[src/rtl/chiplet_types_pkg.sv]
// Shared chiplet link types: flit layout, packet format codes and the
// header length decode used by the route, switch and output-port stages.
package chiplet_types_pkg;

  localparam int FLIT_VC_W      = 4;
  localparam int FLIT_PAYLOAD_W = 32;

  localparam logic [3:0] FMT_SHORT_READ  = 4'h0;
  localparam logic [3:0] FMT_SHORT_WRITE = 4'h1;
  localparam logic [3:0] FMT_LONG_READ   = 4'h2;
  localparam logic [3:0] FMT_LONG_WRITE  = 4'h3;

  typedef struct packed {
    logic [FLIT_VC_W-1:0]      vc;
    logic [FLIT_PAYLOAD_W-1:0] payload;
  } flit_t;

  typedef enum logic {OP_IDLE, OP_BODY} op_state_e;

  // Total flits in a packet including the header; worst case 127 + 2 = 129.
  function automatic logic [7:0] pkt_total_flits(flit_t hdr);
    logic [7:0] total;
    case (hdr.payload[31:28])
      FMT_SHORT_READ, FMT_SHORT_WRITE: total = {4'd0, hdr.payload[3:0]} + 8'd1;
      FMT_LONG_READ, FMT_LONG_WRITE:   total = {1'b0, hdr.payload[6:0]} + 8'd2;
      default:                         total = {1'b0, hdr.payload[6:0]} + 8'd1;
    endcase
    return total;
  endfunction

endpackage

[src/rtl/flit_fifo.sv]
// Small power-of-two skid FIFO; full/empty come straight from the pointer
// registers so a same-cycle pop never changes them combinationally.
module flit_fifo #(
  parameter int  DEPTH = 2,
  parameter type T     = logic [7:0],
  localparam int AW    = $clog2(DEPTH),
  localparam int CNT_W = $clog2(DEPTH + 1)
) (
  input  logic             clk,
  input  logic             n_rst,
  input  logic             push,
  input  logic             pop,
  input  T                 wdata,
  output T                 rdata,
  output logic             full,
  output logic             empty,
  output logic [CNT_W-1:0] count
);

  T           mem_q [DEPTH];
  logic [AW:0] wr_q, rd_q;
  logic        do_push, do_pop;

  assign do_push = push && !full;
  assign do_pop  = pop && !empty;

  always_ff @(posedge clk or negedge n_rst) begin
    if (!n_rst) begin
      wr_q <= '0;
      rd_q <= '0;
    end else begin
      if (do_push) wr_q <= wr_q + 1'b1;
      if (do_pop)  rd_q <= rd_q + 1'b1;
    end
  end

  always_ff @(posedge clk) begin
    if (do_push) mem_q[wr_q[AW-1:0]] <= wdata;
  end

  assign rdata = mem_q[rd_q[AW-1:0]];
  assign empty = (wr_q == rd_q);
  assign full  = (wr_q[AW] != rd_q[AW]) && (wr_q[AW-1:0] == rd_q[AW-1:0]);
  assign count = wr_q - rd_q;

endmodule

[src/rtl/switch_out_port.sv]
// Switch output port: skid FIFO, per-VC credit gating, and packet framing
// that holds the link on one VC until the packet's last flit leaves.
module switch_out_port
  import chiplet_types_pkg::*;
#(
  parameter int  NUM_VCS     = 2,
  parameter int  BUFFER_SIZE = 8,
  parameter int  FIFO_DEPTH  = 2,
  localparam int VCW         = (NUM_VCS > 1) ? $clog2(NUM_VCS) : 1,
  localparam int CW          = $clog2(BUFFER_SIZE + 1)
) (
  input  logic                        clk,
  input  logic                        n_rst,
  input  flit_t                       in_flit,
  input  logic                        in_valid,
  output logic                        in_ready,
  input  logic [NUM_VCS-1:0]          credit_granted,
  output flit_t                       out_flit,
  output logic                        out_valid,
  output logic                        packet_sent,
  output logic [VCW-1:0]              packet_sent_vc,
  output logic [NUM_VCS-1:0][CW-1:0]  credits,
  output logic                        credit_overflow
);

  localparam int FCW = $clog2(FIFO_DEPTH + 1);

  flit_t                      head;
  logic                       fifo_full, fifo_empty, issue;
  logic [FCW-1:0]             fifo_cnt;
  logic [VCW-1:0]             hv;
  logic                       has_credit, permit;
  logic [7:0]                 total;

  op_state_e                  state_q, state_d;
  logic [7:0]                 rem_q, rem_d;
  logic [VCW-1:0]             lock_q, lock_d;
  flit_t                      out_flit_q;
  logic                       out_valid_q, ps_q, ps_d;
  logic [VCW-1:0]             psvc_q, psvc_d;
  logic [NUM_VCS-1:0][CW-1:0] cred_q;
  logic [NUM_VCS-1:0]         inc, dec;
  logic                       ovf_q, ovf_hit;

  flit_fifo #(.DEPTH(FIFO_DEPTH), .T(flit_t)) u_fifo (
    .clk   (clk),
    .n_rst (n_rst),
    .push  (in_valid),
    .pop   (issue),
    .wdata (in_flit),
    .rdata (head),
    .full  (fifo_full),
    .empty (fifo_empty),
    .count (fifo_cnt)
  );

  assign in_ready = !fifo_full;
  assign hv       = head.vc[VCW-1:0];
  assign total    = pkt_total_flits(head);

  // Loop compare instead of cred_q[hv] so a non-power-of-two VC count never indexes out of range.
  always_comb begin
    has_credit = 1'b0;
    for (int v = 0; v < NUM_VCS; v++)
      if (hv == VCW'(v) && cred_q[v] != '0) has_credit = 1'b1;
  end

  assign permit = (state_q == OP_IDLE) || (hv == lock_q);
  assign issue  = !fifo_empty && has_credit && permit;

  always_comb begin
    state_d = state_q;
    rem_d   = rem_q;
    lock_d  = lock_q;
    ps_d    = 1'b0;
    psvc_d  = psvc_q;
    if (issue) begin
      if (state_q == OP_IDLE) begin
        if (total == 8'd1) begin
          ps_d   = 1'b1;
          psvc_d = hv;
        end else begin
          rem_d   = total - 8'd1;
          lock_d  = hv;
          state_d = OP_BODY;
        end
      end else if (rem_q == 8'd1) begin
        ps_d    = 1'b1;
        psvc_d  = lock_q;
        state_d = OP_IDLE;
      end else begin
        rem_d = rem_q - 8'd1;
      end
    end
  end

  always_comb begin
    ovf_hit = 1'b0;
    for (int v = 0; v < NUM_VCS; v++) begin
      inc[v] = credit_granted[v];
      dec[v] = issue && (hv == VCW'(v));
      if (inc[v] && !dec[v] && cred_q[v] == CW'(BUFFER_SIZE)) ovf_hit = 1'b1;
    end
  end

  always_ff @(posedge clk or negedge n_rst) begin
    if (!n_rst) begin
      state_q     <= OP_IDLE;
      rem_q       <= '0;
      lock_q      <= '0;
      out_flit_q  <= '0;
      out_valid_q <= 1'b0;
      ps_q        <= 1'b0;
      psvc_q      <= '0;
      ovf_q       <= 1'b0;
      for (int v = 0; v < NUM_VCS; v++) cred_q[v] <= CW'(BUFFER_SIZE);
    end else begin
      state_q     <= state_d;
      rem_q       <= rem_d;
      lock_q      <= lock_d;
      out_valid_q <= issue;
      ps_q        <= ps_d;
      psvc_q      <= psvc_d;
      if (issue)   out_flit_q <= head;
      if (ovf_hit) ovf_q      <= 1'b1;
      // Grant and issue on the same VC cancel; a grant at full saturates.
      for (int v = 0; v < NUM_VCS; v++) begin
        if (inc[v] && !dec[v] && cred_q[v] != CW'(BUFFER_SIZE))
          cred_q[v] <= cred_q[v] + 1'b1;
        else if (dec[v] && !inc[v])
          cred_q[v] <= cred_q[v] - 1'b1;
      end
    end
  end

  always_ff @(posedge clk) begin
    if (n_rst) assert (fifo_cnt <= FCW'(FIFO_DEPTH));
  end

  assign out_flit        = out_flit_q;
  assign out_valid       = out_valid_q;
  assign packet_sent     = ps_q;
  assign packet_sent_vc  = psvc_q;
  assign credits         = cred_q;
  assign credit_overflow = ovf_q;

endmodule

[config.mk]
export PLATFORM = sky130hd
export DESIGN_NAME = switch_out_port
export DESIGN_NICKNAME = d
export VERILOG_FILES = /design/src/rtl/chiplet_types_pkg.sv /design/src/rtl/flit_fifo.sv /design/src/rtl/switch_out_port.sv
export SDC_FILE = /design/constraint.sdc
export NUM_CORES = 1
export LEC_CHECK = 0
export CAP_MARGIN = 20
export CELL_PAD_IN_SITES_DETAIL_PLACEMENT = 0
export CELL_PAD_IN_SITES_GLOBAL_PLACEMENT = 1
export CORE_MARGIN = 10
export CORE_UTILIZATION = 47
export CTS_CLUSTER_SIZE = 25
export DETAILED_ROUTE_END_ITERATION = 8
export GPL_ROUTABILITY_DRIVEN = 0
export GPL_TIMING_DRIVEN = 0
export HOLD_SLACK_MARGIN = 0.12
export MAX_ROUTING_LAYER = met4
export PLACE_DENSITY_LB_ADDON = 0.1
export SLEW_MARGIN = 20
export SYNTH_ARGS = -nofsm -noshare
export SYNTH_HDL_FRONTEND = slang
export SYNTH_SLANG_ARGS = --single-unit
[constraint.sdc]
create_clock -name clk -period 7.4 [get_ports clk]
set_input_delay 1.85 -clock clk [delete_from_list [all_inputs] [get_ports clk]]
set_output_delay 1.85 -clock clk [all_outputs]
set_load 0.02 [all_outputs]
Yosys cells after proc, flatten, opt, wreduce, memory -nomap -nowiden
Memory sizes are Yosys's and may differ from the RTL's.
Index checks and enable logic that the tools add are counted.

storage, ports and cells
  flip-flop bits (word level) = 62
  memory bits (writable) = 72
  memories = 1

memory list
  memory        words  bits a word  rd ports  clocked after Yosys merged registers in  wr ports  line             source
  u_fifo.mem_q  2      36           1         0                                        1         flit_fifo.sv:20  T mem_q [DEPTH];

cells by class
  add/sub/neg operators = 11
  eq/ne operators = 16
  multiplexer cells = 24
  bitwise logic cells = 3
  reductions and logical operators = 35

operators with widths
  cell                   count
  $mux W8                3
  $logic_and A1 B1 Y1    17
  $eq A8 B1 Y1 const B   2
  $mux W1                16
  $mux W4                4
  $pmux W8 S2            1
  $sub A8 B1 Y8 const B  2
  $reduce_and A3 Y1      3
  $add A4 B1 Y4 const B  2
  $add A7 B1 Y8 const B  1
  $add A7 B2 Y8 const B  1
  $eq A4 B2 Y1 const B   2
  $eq A4 B4 Y1 const B   2
  $ne A4 B4 Y1 const B   2
  $reduce_bool A4 Y1     2
  $sub A4 B1 Y4 const B  2
  $logic_not A1 Y1       6
  $reduce_bool A2 Y1     3
  $add A4 B1 Y5 const B  1
  $add A2 B1 Y2 const B  2
  $eq A4 B1 Y1 const B   1
  $logic_not A4 Y1       1
  $ne A2 B2 Y1 const B   2
  $reduce_or A2 Y1       2
  6 further kinds        9

Logic depth before layout (Yosys ltp)
An unclocked memory read counts as a cell.

  depth in word-level cells = 13
  mapped depth = 13

Hierarchy
Synthesis repeated with hierarchy kept, for this count alone.

second synthesis, totals
  cells, all modules = 485
  area, all modules = 6104.6 um^2

modules (own cells, without submodules)
  module           instances  cells an instance  area each (um^2)
  switch_out_port  1          347                3253.1
  flit_fifo        1          138                2851.5

Worst setup path before layout
OpenSTA, ideal clock, no wires.

  path type = input -> register
  start = input port in_valid
  end = memory u_fifo.mem_q[0][0] (netlist bit), enable pin
  library setup time = 0.429 ns
  arrival time = 3.449 ns
  data required time = 6.971 ns
  setup slack = 3.522 ns
  cell stages on the path = 2
  buffers on the path = 0
  path through = nand2_1 nor2_1

on the way
  word-level cells in the longest chain between the ends = 3

ends and longest elaborated chain
  item                           line                   source
  start, declared                switch_out_port.sv:15  input logic in_valid,
  $logic_and A1 B1 Y1            flit_fifo.sv:24        assign do_push = push && !full;
  $mux W1                        flit_fifo.sv:38        if (do_push) mem_q[wr_q[AW-1:0]] <= wdata;
  $mux W1 (implied by the code)  flit_fifo.sv:38
  end, declared                  flit_fifo.sv:20

Every way passes these cells.

Final worst setup path
  start = register u_fifo.rd_q[0]
  end = output port in_ready

on the way
  word-level cells in the longest chain between the ends = 3

ends and longest elaborated chain
  item                    line                   source
  start, declared         flit_fifo.sv:21        logic [AW:0] wr_q, rd_q;
  start signal, assigned  flit_fifo.sv:33        if (do_pop) rd_q <= rd_q + 1'b1;
  $eq A1 B1 Y1            flit_fifo.sv:43        assign full = (wr_q[AW] != rd_q[AW]) && (wr_q[AW-1:0] == rd_q[AW-1:0]);
  $logic_and A1 B1 Y1     flit_fifo.sv:43
  $logic_not A1 Y1        switch_out_port.sv:57  assign in_ready = !fifo_full;
  end, declared           switch_out_port.sv:16  output logic in_ready,

Every way passes these cells.

==> impl_results.md <==
- Post-cts sizing count: 0
- First-pass GRT wire length: 23.3 mm
- Clk slew on worst S/H paths: 0.06 ns
- HPWL Detailed: 10.2 mm
- Share of the synthesized area in the top cell type: 0.354
- EDFF count, synth: 72
- Layout cells sized above 1: 0.113
- Area grow syn2layout: 29.1%
- Initial DRC Count: 225
- Placed Cells: 748
- Port Buf Inserts: 89
- Post-Syn Instances: 484
- Dpl ws: 3.27 ns
- Worst R2R Path Depth: 12
- Post-DRT Antenna Nets: 0
- CP startpoint kind: flop
- Total CTS buffers: 17
- CTS tree: done
- Setup violators final: 0
- Layout Nets: 648
- Post-Synthesis Cell Area: 6110 um^2
- Post-CTS Setup Bufs: 0
- Yosys cell types: 73
- Peak VDD IR: 0.000261 V
- Sequential area share after synthesis: 0.608
- GR Util All Layers: 0.168
- Crit path max fanout: 10
- Sw frac: 0.400
- Total routed wirelength: 14.2 mm
- Die area: 18000 um^2
- Root Buffer: clkbuf_16
- Maximum clock rate: 259 MHz
- Setup TNS: 0 ns
- Setup crit start: u_fifo.rd_q[0]
- RSZ-0062 raised after global routing: false
- Syn. warnings: 0
- Int Pwr: 2.45 mW
- Most common cell after layout, fill and taps aside: clkdlybuf4s50_1
- Rel. slew slack: 0.449
- Vias/cell: 5.43
- Share of power burned in combinational logic: 0.475
- HP Class: reg2reg
- WS Path Type: reg2out
- Max Buffers Root-to-Sink: 2
- Worst Tran Pin Value: 0.826 ns
- Syn_area_per_cell: 12.6 um^2
- Initial core utilization: 0.482
- Worst r2r src: u_fifo.rd_q[0]
- Most frequent cells in the layout: clkdlybuf4s50_1, edfxtp_1, dfrtp_1, nand2_1, o21ai_0
- Crit end category: primary output
- Hold-critical path depth: 2
- Most used DFF post-synth: edfxtp_1
- Num Clock Sinks: 134
- Min Clock Period, post-route: 3.86 ns
- CP arrival: 2.01 ns
- Non-filler cells, final: 780
- Die Width: 134 um
- Min-Delay Startpoint: out_flit[13]
- Synth area leader: edfxtp_1
- Final worst path period share: 0.522
- Clock Power Share: 0.207
- Pwr Total: 4.08 mW
- Sequential Power Share: 0.318
- CTS Hold Bufs: 0
- H-tree levels: 4
- Vias in the first global route: 4488
- Leak pwr: 3.07 nW
- CP Data Required Time: 5.55 ns
- Final WS setup: 3.54 ns
- Syn nets: 537
- Final number of hold-violating endpoints: 0
- # DRC: 0
- #FFs+latches synth: 134
- Net Sw Power: 1.63 mW
- Status: complete, no violations
- Inserted Diodes: 0
- Wire length per cell: 18.2 um
- Pwr Density: 517 nW/um^2
- # rows: 41
- Largest cells by area after synthesis: edfxtp_1, dfrtp_1, mux2i_1, o21ai_0, nand2_1
- Num ports: 90
- Final Max Slew Viols: 0
- Die height: 134 um
- Total overflow reported by the global router: 0
- Clk_skew: 0.0111 ns
- DRT Pass-1 Iters: 5
- Final hold slack: 0.485 ns
- Ys async rst share: 0.463
- Largest net degree at the start of global routing: 46
- Initial antenna violation count: 0
- Max-cap violations: 0
- Vias: 4238
- Core Region: 12700 um^2
- Worst-Skew Late Latency: 0.42 ns
## registers in the layout (all words and copies together) (netlist names), 2 cells and up
| register | flops |
|---|---|
| u_fifo.mem_q | 72 |
| out_flit | 36 |
| credits | 8 |
| rem_q | 8 |
| u_fifo.rd_q | 2 |
| u_fifo.wr_q | 2 |
## metrics by stage
stage / utilization / instance area, um^2
after detailed placement: 0.576 / 7300
after floorplan: - / 6110
after global placement: 0.570 / 7220
final: 0.623 / 7890
after CTS: 0.623 / 7890
after global routing: 0.623 / 7890
## cells by family (layout without fill, tap and decap cells)
logic type / count (synthesis) / in the layout / synth area share
and+or+nand+nor: 139 / 139 / 0.122
adders and majority gates: 12 / 12 / 0.0270
buffers and inverters: 29 / 153 / 0.0205
AOI/OAI and AO/OA: 108 / 108 / 0.119
DFF: 134 / 134 / 0.608
xor gates and xnor gates: 17 / 17 / 0.0256
muxes: 45 / 45 / 0.0782
## critical path: stages (launching register included)
cell,delay (ns)
dfrtp_1,0.47
buf_6,0.19
xnor2_1,0.21
nand2_1,0.15
clkdlybuf4s50_1,0.58
## cell usage after synthesis (4+ instances only)
library cell,number
a21o_1,7
and3_1,5
ha_1,10
nand4_1,5
buf_2,4
edfxtp_1,72
dfrtp_1,60
inv_1,11
nand3_1,8
clkbuf_1,6
o21ai_0,48
nor4_1,4
nand2_1,56
a21oi_1,13
xnor2_1,10
buf_1,4
mux2i_1,36
mux2_2,6
nor2_1,15
nor3_1,7
nand3b_1,7
nand2b_1,5
xor2_1,6
## final timing paths
kind	endpoint	slack (ns)
setup / recovery	in_ready	3.54
hold / removal	out_flit[13]	0.48
setup reg to reg	lock_q	3.80
hold reg to reg	out_flit[13]	0.48
max in group asynchronous	credits[7]	5.53
min in group asynchronous	out_valid	1.31
## final cells by class
| cell class | count | area [um^2] |
|---|---|---|
| Buffer | 16 | 76.3 |
| Clock buffer | 20 | 437 |
| Clock inverter | 12 | 153 |
| Fill cell | 1006 | 4780 |
| Inverter | 13 | 48.8 |
| Multi-Input combinational cell | 321 | 2280 |
| Sequential cell | 134 | 3720 |
| Tap cell | 172 | 215 |
| Timing Repair Buffer | 92 | 963 |
## routing by layer
layer | share of wire | vias to the layer above | routed length [um] | GRT usage
met3 | 0.058 | 16 | 826 | 0.0515
met5 | 0 | - | 0 | -
li1 | - | 2034 | - | -
met2 | 0.47 | 113 | 6710 | 0.257
met1 | 0.46 | 2075 | 6460 | 0.209
met4 | 0.013 | 0 | 191 | 0.0544
## power by group through the flow
stage                     logic (mW)  registers (mW)  clock network, mW
after global placement          1.87            1.31                  0
after detailed placement        1.96            1.30                  0
final                           1.94            1.30              0.845
after CTS                       1.96            1.30              0.859
after floorplan                 1.11            1.42                  0
after global routing            2.14            1.33              0.894
(Power assumes the default switching activity.)
